--- config.mk ---
export PLATFORM = sky130hd
export DESIGN_NAME = imem_loader
export DESIGN_NICKNAME = d
export VERILOG_FILES = /design/src/rtl/loader_pkg.sv /design/src/rtl/byte_assembler.sv /design/src/rtl/imem_loader.sv
export SDC_FILE = /design/constraint.sdc
export NUM_CORES = 1
export LEC_CHECK = 0
export ABC_AREA = 1
export CELL_PAD_IN_SITES_DETAIL_PLACEMENT = 1
export CELL_PAD_IN_SITES_GLOBAL_PLACEMENT = 1
export CORE_MARGIN = 3
export CORE_UTILIZATION = 43
export CTS_CLUSTER_SIZE = 25
export DETAILED_ROUTE_END_ITERATION = 8
export GPL_ROUTABILITY_DRIVEN = 0
export GPL_TIMING_DRIVEN = 0
export HOLD_SLACK_MARGIN = 0.08
export PLACE_DENSITY_LB_ADDON = 0.12
export SLEW_MARGIN = 10
export SYNTH_ARGS = -nofsm -noshare
export SYNTH_HDL_FRONTEND = slang
export SYNTH_SLANG_ARGS = --single-unit
--- constraint.sdc ---
create_clock -name i_clk -period 6.4 [get_ports i_clk]
set_input_delay 1.28 -clock i_clk [delete_from_list [all_inputs] [get_ports i_clk]]
set_output_delay 1.28 -clock i_clk [all_outputs]
set_load 0.02 [all_outputs]
--- src/rtl/loader_pkg.sv ---
// Shared definitions for the instruction-memory loader: state encoding, halt word, word geometry.
package loader_pkg;

    typedef enum logic [2:0] {
        ST_IDLE,
        ST_RECV,
        ST_WRITE,
        ST_DONE,
        ST_ERROR
    } state_e;

    localparam int NBITS_DEFAULT = 32;
    // Also used by the instruction memory's halt detection, so both sides agree on the encoding.
    localparam logic [NBITS_DEFAULT-1:0] HALT_WORD_DEFAULT = 32'hFFFF_FFFF;
    localparam int BYTES_PER_WORD = NBITS_DEFAULT / 8;

    function automatic int bytes_per_word(input int nbits);
        return nbits / 8;
    endfunction

endpackage

--- src/rtl/byte_assembler.sv ---
// Big-endian byte-to-word shift register. word_o/word_done_o already include the byte
// being strobed this cycle, so the caller can register the finished word on the same edge.
module byte_assembler
    import loader_pkg::*;
#(
    parameter int NBITS = 32
) (
    input  logic             clk_i,
    input  logic             rst_i,
    input  logic             clear_i,
    input  logic             byte_vld_i,
    input  logic [7:0]       byte_i,
    output logic [NBITS-1:0] word_o,
    output logic             word_done_o
);

    localparam int BPW = bytes_per_word(NBITS);
    localparam int CW  = (BPW > 1) ? $clog2(BPW) : 1;
    localparam logic [CW-1:0] LAST = CW'(BPW - 1);

    logic [NBITS-1:0] shift_q, shift_d;
    logic [CW-1:0]    cnt_q, cnt_d;

    assign word_o      = (shift_q << 8) | NBITS'(byte_i);
    assign word_done_o = byte_vld_i && (cnt_q == LAST);

    always_comb begin
        shift_d = shift_q;
        cnt_d   = cnt_q;
        if (clear_i) begin
            shift_d = '0;
            cnt_d   = '0;
        end else if (byte_vld_i) begin
            shift_d = word_o;
            cnt_d   = word_done_o ? '0 : cnt_q + 1'b1;
        end
    end

    always_ff @(posedge clk_i or posedge rst_i) begin
        if (rst_i) begin
            shift_q <= '0;
            cnt_q   <= '0;
        end else begin
            shift_q <= shift_d;
            cnt_q   <= cnt_d;
        end
    end

endmodule

--- src/rtl/imem_loader.sv ---
// Loads a UART byte stream into instruction memory from address 0 until the HALT word,
// raising an error if the last address is written without seeing HALT.
module imem_loader
    import loader_pkg::*;
#(
    parameter int NBITS      = 32,
    parameter int ADDR_WIDTH = 8,
    parameter logic [NBITS-1:0] HALT_WORD = NBITS'(HALT_WORD_DEFAULT)
) (
    input  logic                  i_clk,
    input  logic                  i_reset,
    input  logic                  i_start,
    input  logic [7:0]            i_rx_data,
    input  logic                  i_rx_valid,
    output logic                  o_wr_en,
    output logic [ADDR_WIDTH-1:0] o_wr_addr,
    output logic [NBITS-1:0]      o_wr_data,
    output logic                  o_busy,
    output logic                  o_done,
    output logic                  o_error,
    output logic [ADDR_WIDTH:0]   o_word_count
);

    localparam logic [ADDR_WIDTH-1:0] ADDR_MAX = '1;

    state_e                state_q;
    logic [ADDR_WIDTH-1:0] addr_q;
    logic                  wr_en_q;
    logic [NBITS-1:0]      wr_data_q;
    logic                  busy_q;
    logic                  done_q;
    logic                  error_q;
    logic [ADDR_WIDTH:0]   wcnt_q;

    logic             rx_take;
    logic             start_take;
    logic [NBITS-1:0] asm_word;
    logic             asm_done;

    // Bytes arriving in the WRITE cycle belong to the next word, so they are taken there too.
    assign rx_take    = i_rx_valid && (state_q == ST_RECV || state_q == ST_WRITE);
    assign start_take = i_start && (state_q == ST_IDLE || state_q == ST_DONE || state_q == ST_ERROR);

    byte_assembler #(
        .NBITS (NBITS)
    ) u_asm (
        .clk_i       (i_clk),
        .rst_i       (i_reset),
        .clear_i     (start_take),
        .byte_vld_i  (rx_take),
        .byte_i      (i_rx_data),
        .word_o      (asm_word),
        .word_done_o (asm_done)
    );

    always_ff @(posedge i_clk or posedge i_reset) begin
        if (i_reset) begin
            state_q   <= ST_IDLE;
            addr_q    <= '0;
            wr_en_q   <= 1'b0;
            wr_data_q <= '0;
            busy_q    <= 1'b0;
            done_q    <= 1'b0;
            error_q   <= 1'b0;
            wcnt_q    <= '0;
        end else begin
            wr_en_q <= 1'b0;
            case (state_q)
                ST_IDLE, ST_DONE, ST_ERROR: begin
                    if (i_start) begin
                        state_q <= ST_RECV;
                        addr_q  <= '0;
                        wcnt_q  <= '0;
                        busy_q  <= 1'b1;
                        done_q  <= 1'b0;
                        error_q <= 1'b0;
                    end
                end
                ST_RECV: begin
                    if (asm_done) begin
                        state_q   <= ST_WRITE;
                        wr_en_q   <= 1'b1;
                        wr_data_q <= asm_word;
                    end
                end
                ST_WRITE: begin
                    wcnt_q <= wcnt_q + 1'b1;
                    if (wr_data_q == HALT_WORD) begin
                        state_q <= ST_DONE;
                        busy_q  <= 1'b0;
                        done_q  <= 1'b1;
                    end else if (addr_q == ADDR_MAX) begin
                        state_q <= ST_ERROR;
                        busy_q  <= 1'b0;
                        error_q <= 1'b1;
                    end else begin
                        addr_q <= addr_q + 1'b1;
                        // Only reachable with single-byte words: the next word completes in this cycle.
                        if (asm_done) begin
                            wr_en_q   <= 1'b1;
                            wr_data_q <= asm_word;
                        end else begin
                            state_q <= ST_RECV;
                        end
                    end
                end
                default: state_q <= ST_IDLE;
            endcase
        end
    end

    assign o_wr_en      = wr_en_q;
    assign o_wr_addr    = addr_q;
    assign o_wr_data    = wr_data_q;
    assign o_busy       = busy_q;
    assign o_done       = done_q;
    assign o_error      = error_q;
    assign o_word_count = wcnt_q;

endmodule

# Yosys cells after proc, flatten, opt, wreduce, memory -nomap -nowiden
# Cells that the tools add are included.
# Widths: inputs -> output; s select.
totals:
  input_bits: 12
  ff_bits: 82
  output_inout_bits: 53
  wordCells: 82
classes:
  n_addsub: 3
  bitwise_logic: 1
  n_eq_ne: 15
  n_mux: 35
  reduce_logical: 18
op_table:
  columns: ["operator", "n"]
  rows:
  - ["$mux 32", 3]
  - ["$pmux 32 s2", 1]
  - ["$mux 24", 2]
  - ["$eq 32x32->1 const B", 1]
  - ["$or 32x8->32", 1]
  - ["$mux 8", 3]
  - ["$pmux 9 s2", 1]
  - ["$pmux 8 s2", 1]
  - ["$mux 3", 5]
  - ["$reduce_and 3->1", 4]
  - ["$mux 1", 10]
  - ["$add 9x1->9 const B", 1]
  - ["$mux 9", 1]
  - ["$pmux 3 s3", 1]
  - ["$add 8x1->8 const B", 1]
  - ["$eq 8x8->1 const B", 1]
  - ["$pmux 1 s2", 4]
  - ["$reduce_and 4->1", 2]
  - ["$eq 3x2->1 const B", 2]
  - ["$mux 2", 3]
  - ["$ne 2x1->1 const B", 3]
  - ["$ne 2x2->1 const B", 3]
  - ["$reduce_bool 2->1", 3]
  - ["$ne 4x4->1 const B", 1]
  - ["10 further kinds", 14]

# Logic depth before layout (Yosys ltp)
logic_depth:
  word_depth: 8
  mapped_depth: 11
  ltp_nobuf: 10

# Cells and area by module
# From an unflattened synthesis, not the netlist that was laid out.
hier_totals:
  cells_unflattened: 462
  area_unflattened_um2: 3955.0
modules_own_cells:
  columns: ["mod", "area_per_inst_um2", "n_inst", "seq_area_each_um2", "cells_per_inst"]
  rows:
  - ["imem_loader", 2686.3, 1, 1401.3, 336]
  - ["byte_assembler", 1268.7, 1, 650.6, 126]

# Worst setup path before layout
# OpenSTA, ideal clock, no wires.
synth_path:
  kind: "input-to-reg"
  start: "input i_rx_valid"
  end: "register wr_data_q[0], in the netlist o_wr_data[0]"
  path_buffers: 1
  setup_slack_ns: 4.407
  setup_time_ns: 0.118
  path_stages: 6
  required_ns: 6.282
  arrival_time_ns: 1.875
  cell_sequence: "nand2_4 nor2_8 nand3_4 buf_6 nand3_1 nand2_1"
synth_via:
  elab_chain_cells: 6
synth_rtl:
  columns: ["element", "line", "text"]
  rows:
  - ["start, declared", "imem_loader.sv:14", "input logic i_rx_valid,"]
  - ["$logic_and 1x1->1 (*)", "imem_loader.sv:41", "assign rx_take = i_rx_valid && (state_q == ST_RECV || state_q == ST_WRITE);"]
  - ["$logic_and 1x1->1 (*)", "byte_assembler.sv:25", "assign word_done_o = byte_vld_i && (cnt_q == LAST);"]
  - ["$mux 32 (*)", null, null]
  - ["$mux 32 (2 in series)", null, null]
  - ["$pmux 32 s2 (*)", null, null]
  - ["end signal, assigned", "imem_loader.sv:83", "wr_data_q <= asm_word;"]
  - ["end signal, assigned", "imem_loader.sv:101", "wr_data_q <= asm_word;"]
  - ["end, declared", "imem_loader.sv:29", "logic [NBITS-1:0] wr_data_q;"]
# Mark *: on every way between the ends. The rest lies on a longest branch, timed or not. The select of a mux whose other input is x is not followed.
# A chain may end at the register's enable or synchronous reset.

# Worst setup path in the final report
layout_path:
  start: "register addr_q[4], in the netlist o_wr_addr[4]"
  end: "output o_wr_addr[4]"
layout_rtl:
  columns: ["element", "line", "text"]
  rows:
  - ["start, declared", "imem_loader.sv:27", "logic [ADDR_WIDTH-1:0] addr_q;"]
  - ["start signal, assigned", "imem_loader.sv:97", "addr_q <= addr_q + 1'b1;"]
  - ["end, declared", "imem_loader.sv:16", "output logic [ADDR_WIDTH-1:0] o_wr_addr,"]
# No word-level cell between the ends.

==> run summary <==
XOR/XNOR Fraction of Synth Area: 1.39%
Worst setup EP type: primary output
Slowest-stage cell, CP: clkdlybuf4s50_1
Synth Cell Area: 3780 um2
Mux cell area share after synthesis: 0%
WP depth: 1
DR iter-0 viols: 136
RSZ-0062 raised after global routing: false
Pwr/cell area: 365 nW/um2
Vias in the first global route: 3,375
Commonest non-fill, non-tap cells in the layout: 115 x nand2_1, 82 x dfrtp_1, 64 x clkdlybuf4s50_1, 52 x nand3_1, 35 x nand4_1
Post-synthesis simple-gate area fraction: 30.1%
Total wire length: 10,100 um
Clock power frac: 19.1%
Hold path depth: 2
Num ports: 65
Fin Setup TNS: 0 ns
Switch Pwr: 0.706 mW
Syn Inst Count: 427
Reg2reg start: o_wr_addr[0]
Largest family of logic cells by synthesized area: simple AND/OR/NAND/NOR gates
Grt met1 use: 25.9%
Library cells used by synthesis: 29
Max-slew violation count: 0
PostCTS Resize Cnt: 0
EDFF count, synth: 0
First-pass GRT wire length: 16,700 um
Crit path time final: 2.79 ns
P_int: 1.02 mW
Die Footprint: 9950 um2
Worst hold slack: 0.494 ns
Sequential group share of total power: 43.8%
Startpoint Class: register
Clk sink count: 82
IO Port Bufs: 64
Post-Synth Adder-Cell Area: 0.993%
Ys flop type: dfrtp_1
1st-pass router iterations: 4
Clock Tree Buf Depth: 2
Static Leak: 2.22 nW
Worst Max-Slew Pin Slew: 0.522 ns
Synthesized Nets: 442
Worst clock skew: 0.0130 ns
Gr ovfl total: 0
Total track usage: 21.2%
Post-DRT Antenna Nets: 0
Worst rel slew slack: 65.2%
FF-to-FF path depth: 9
Root Buffer Master: clkbuf_8
Post-CTS Setup Bufs: 0
WP buf/inv: 1
Hold Path Origin: o_busy
Largest net degree at the start of global routing: 44
Critical path fanouts, max: 7
Design Power: 1.73 mW
Post-DP HPWL: 7760 um
Total CTS buffers: 9
Vias: 3,321
Crit Path Category: reg -> out
Final setup violation count: 0
Async SR Flop Fraction: 100%
Die Width: 99.7 um
Layout cells sized above 1: 10.1%
Hold WC Path Type: reg -> reg
Beginning of the critical path: o_wr_addr[4]
Fmax: 359 MHz
WL per Instance: 16.5 um
Starting Density: 45.1%
Worst-path cell chain: clkdlybuf4s50_1
Core area: 8380 um2
Clk slew on worst S/H paths: 0.08 ns
Final Core Density: 56.5%
Drc violations: 0
Register bit total from synthesis: 82
Post-synthesis to final-layout area growth: 25.4%
TritonCTS clock tree: built
Biggest cell delay along the critical path: 0.66 ns
Comb pwr share: 37.1%
Chip height: 99.7 um
Hold-fix buffers, CTS: 0
Most common cell after layout, fill and taps aside: nand2_1
Switching fraction of total power: 40.8%
Sequential cell area fraction in the yosys report: 54.3%
Fin nets: 518
Critical Path AT: 1.51 ns
Syn Area/Cell: 8.85 um2
Grt peak-use layer: met2
Ant diodes: 0
Post-DR vias/cell: 5.43
Outcome: finished clean
M2 GR Usage: 38.0%
Maximum vdd drop: 0.000216 V
MaxCap Viol Count: 0
Total number of yosys warnings: 0
Clock Latency Late Sink: 0.35 ns
Hold violation count in the final report: 0
CP required: 5.12 ns
Site Rows: 33
Ratio of final minimum period to clock period: 43.5%
Delay-heaviest family, CP: buffers and inverters
Initial antenna violation count: 0
H-Tree Depth: 3
Met3 usage in global routing: 3.51%
Synth Area in Compound Gates: 7.05%
## layout make-up
| type | instances | area, um2 |
|---|---|---|
| fill | 990 | 3640 |
| sequential | 82 | 2050 |
| multi-input combinational | 297 | 1500 |
| timing repair buffer | 65 | 661 |
| buffer | 22 | 134 |
| tap | 105 | 131 |
| clock buffer | 9 | 124 |
| inverter | 26 | 100 |
| clock inverter | 6 | 42.5 |
## power by group through the flow
| stage | logic [mW] | clock network [mW] | registers, mW |
|---|---|---|---|
| 2_1_floorplan | 0.337 | 0 | 0.807 |
| 3_3_place_gp | 0.621 | 0 | 0.761 |
| 3_5_place_dp | 0.647 | 0 | 0.768 |
| 4_1_cts | 0.649 | 0.342 | 0.758 |
| 5_1_grt | 0.708 | 0.368 | 0.775 |
| 6_report | 0.642 | 0.330 | 0.758 |
## synthesized netlist by cell type (3+ instances only)
library cell | count | area share, %
o21ai_1 | 7 | 0.93
o22ai_1 | 6 | 0.99
a21oi_1 | 11 | 1.5
inv_1 | 23 | 2.3
nor2_1 | 24 | 2.4
nand2_2 | 4 | 0.66
ha_1 | 3 | 0.99
buf_2 | 17 | 2.3
nand2_1 | 115 | 11
o21ai_0 | 18 | 2.4
xor2_1 | 4 | 0.93
nand3_1 | 52 | 6.9
nand4_1 | 35 | 5.8
a22o_1 | 4 | 0.93
buf_6 | 4 | 1.2
dfrtp_1 | 82 | 54
## registers in the layout, summed over array words and instances, names as in the netlist, 2 cells and up
| signal | count |
|---|---|
| u_asm.cnt_q | 2 |
| o_word_count | 9 |
| u_asm.shift_q | 24 |
| o_wr_addr | 8 |
| state_q | 3 |
| o_wr_data | 32 |
## worst paths after layout
kind | to | slack [ns]
worst min-delay path | o_busy | 0.49
worst max register to register | o_wr_data[8] | 4.46
max in group asynchronous | u_asm.shift_q[1] | 4.49
worst max-delay path | o_wr_addr[4] | 3.61
worst min register to register | o_busy | 0.49
min in group asynchronous | o_wr_addr[5] | 1.31
## cell families (layout without fill, tap and decap cells)
family / after synthesis / count (layout)
simple gates: 240 / 240
flops: 82 / 82
compound gates: 48 / 48
buf+inv: 48 / 128
xor+xnor: 6 / 6
fa+ha+maj: 3 / 3
## routing by layer
layer / vias up / wire, um
li1: 1597 / -
met1: 1658 / 4280
met2: 54 / 5370
met3: 12 / 299
met4: 0 / 165
met5: - / 0
## through the flow
step | std cells | worst slack, ns | cell area [um2]
2_1_floorplan | 427 | 3.01 | 3780
3_3_place_gp | 596 | 1.63 | 4550
3_5_place_dp | 597 | 3.59 | 4570
4_1_cts | 612 | 3.58 | 4740
5_1_grt | 612 | 3.52 | 4740
6_report | 612 | 3.61 | 4740
Power figures use the tool's default switching activity.
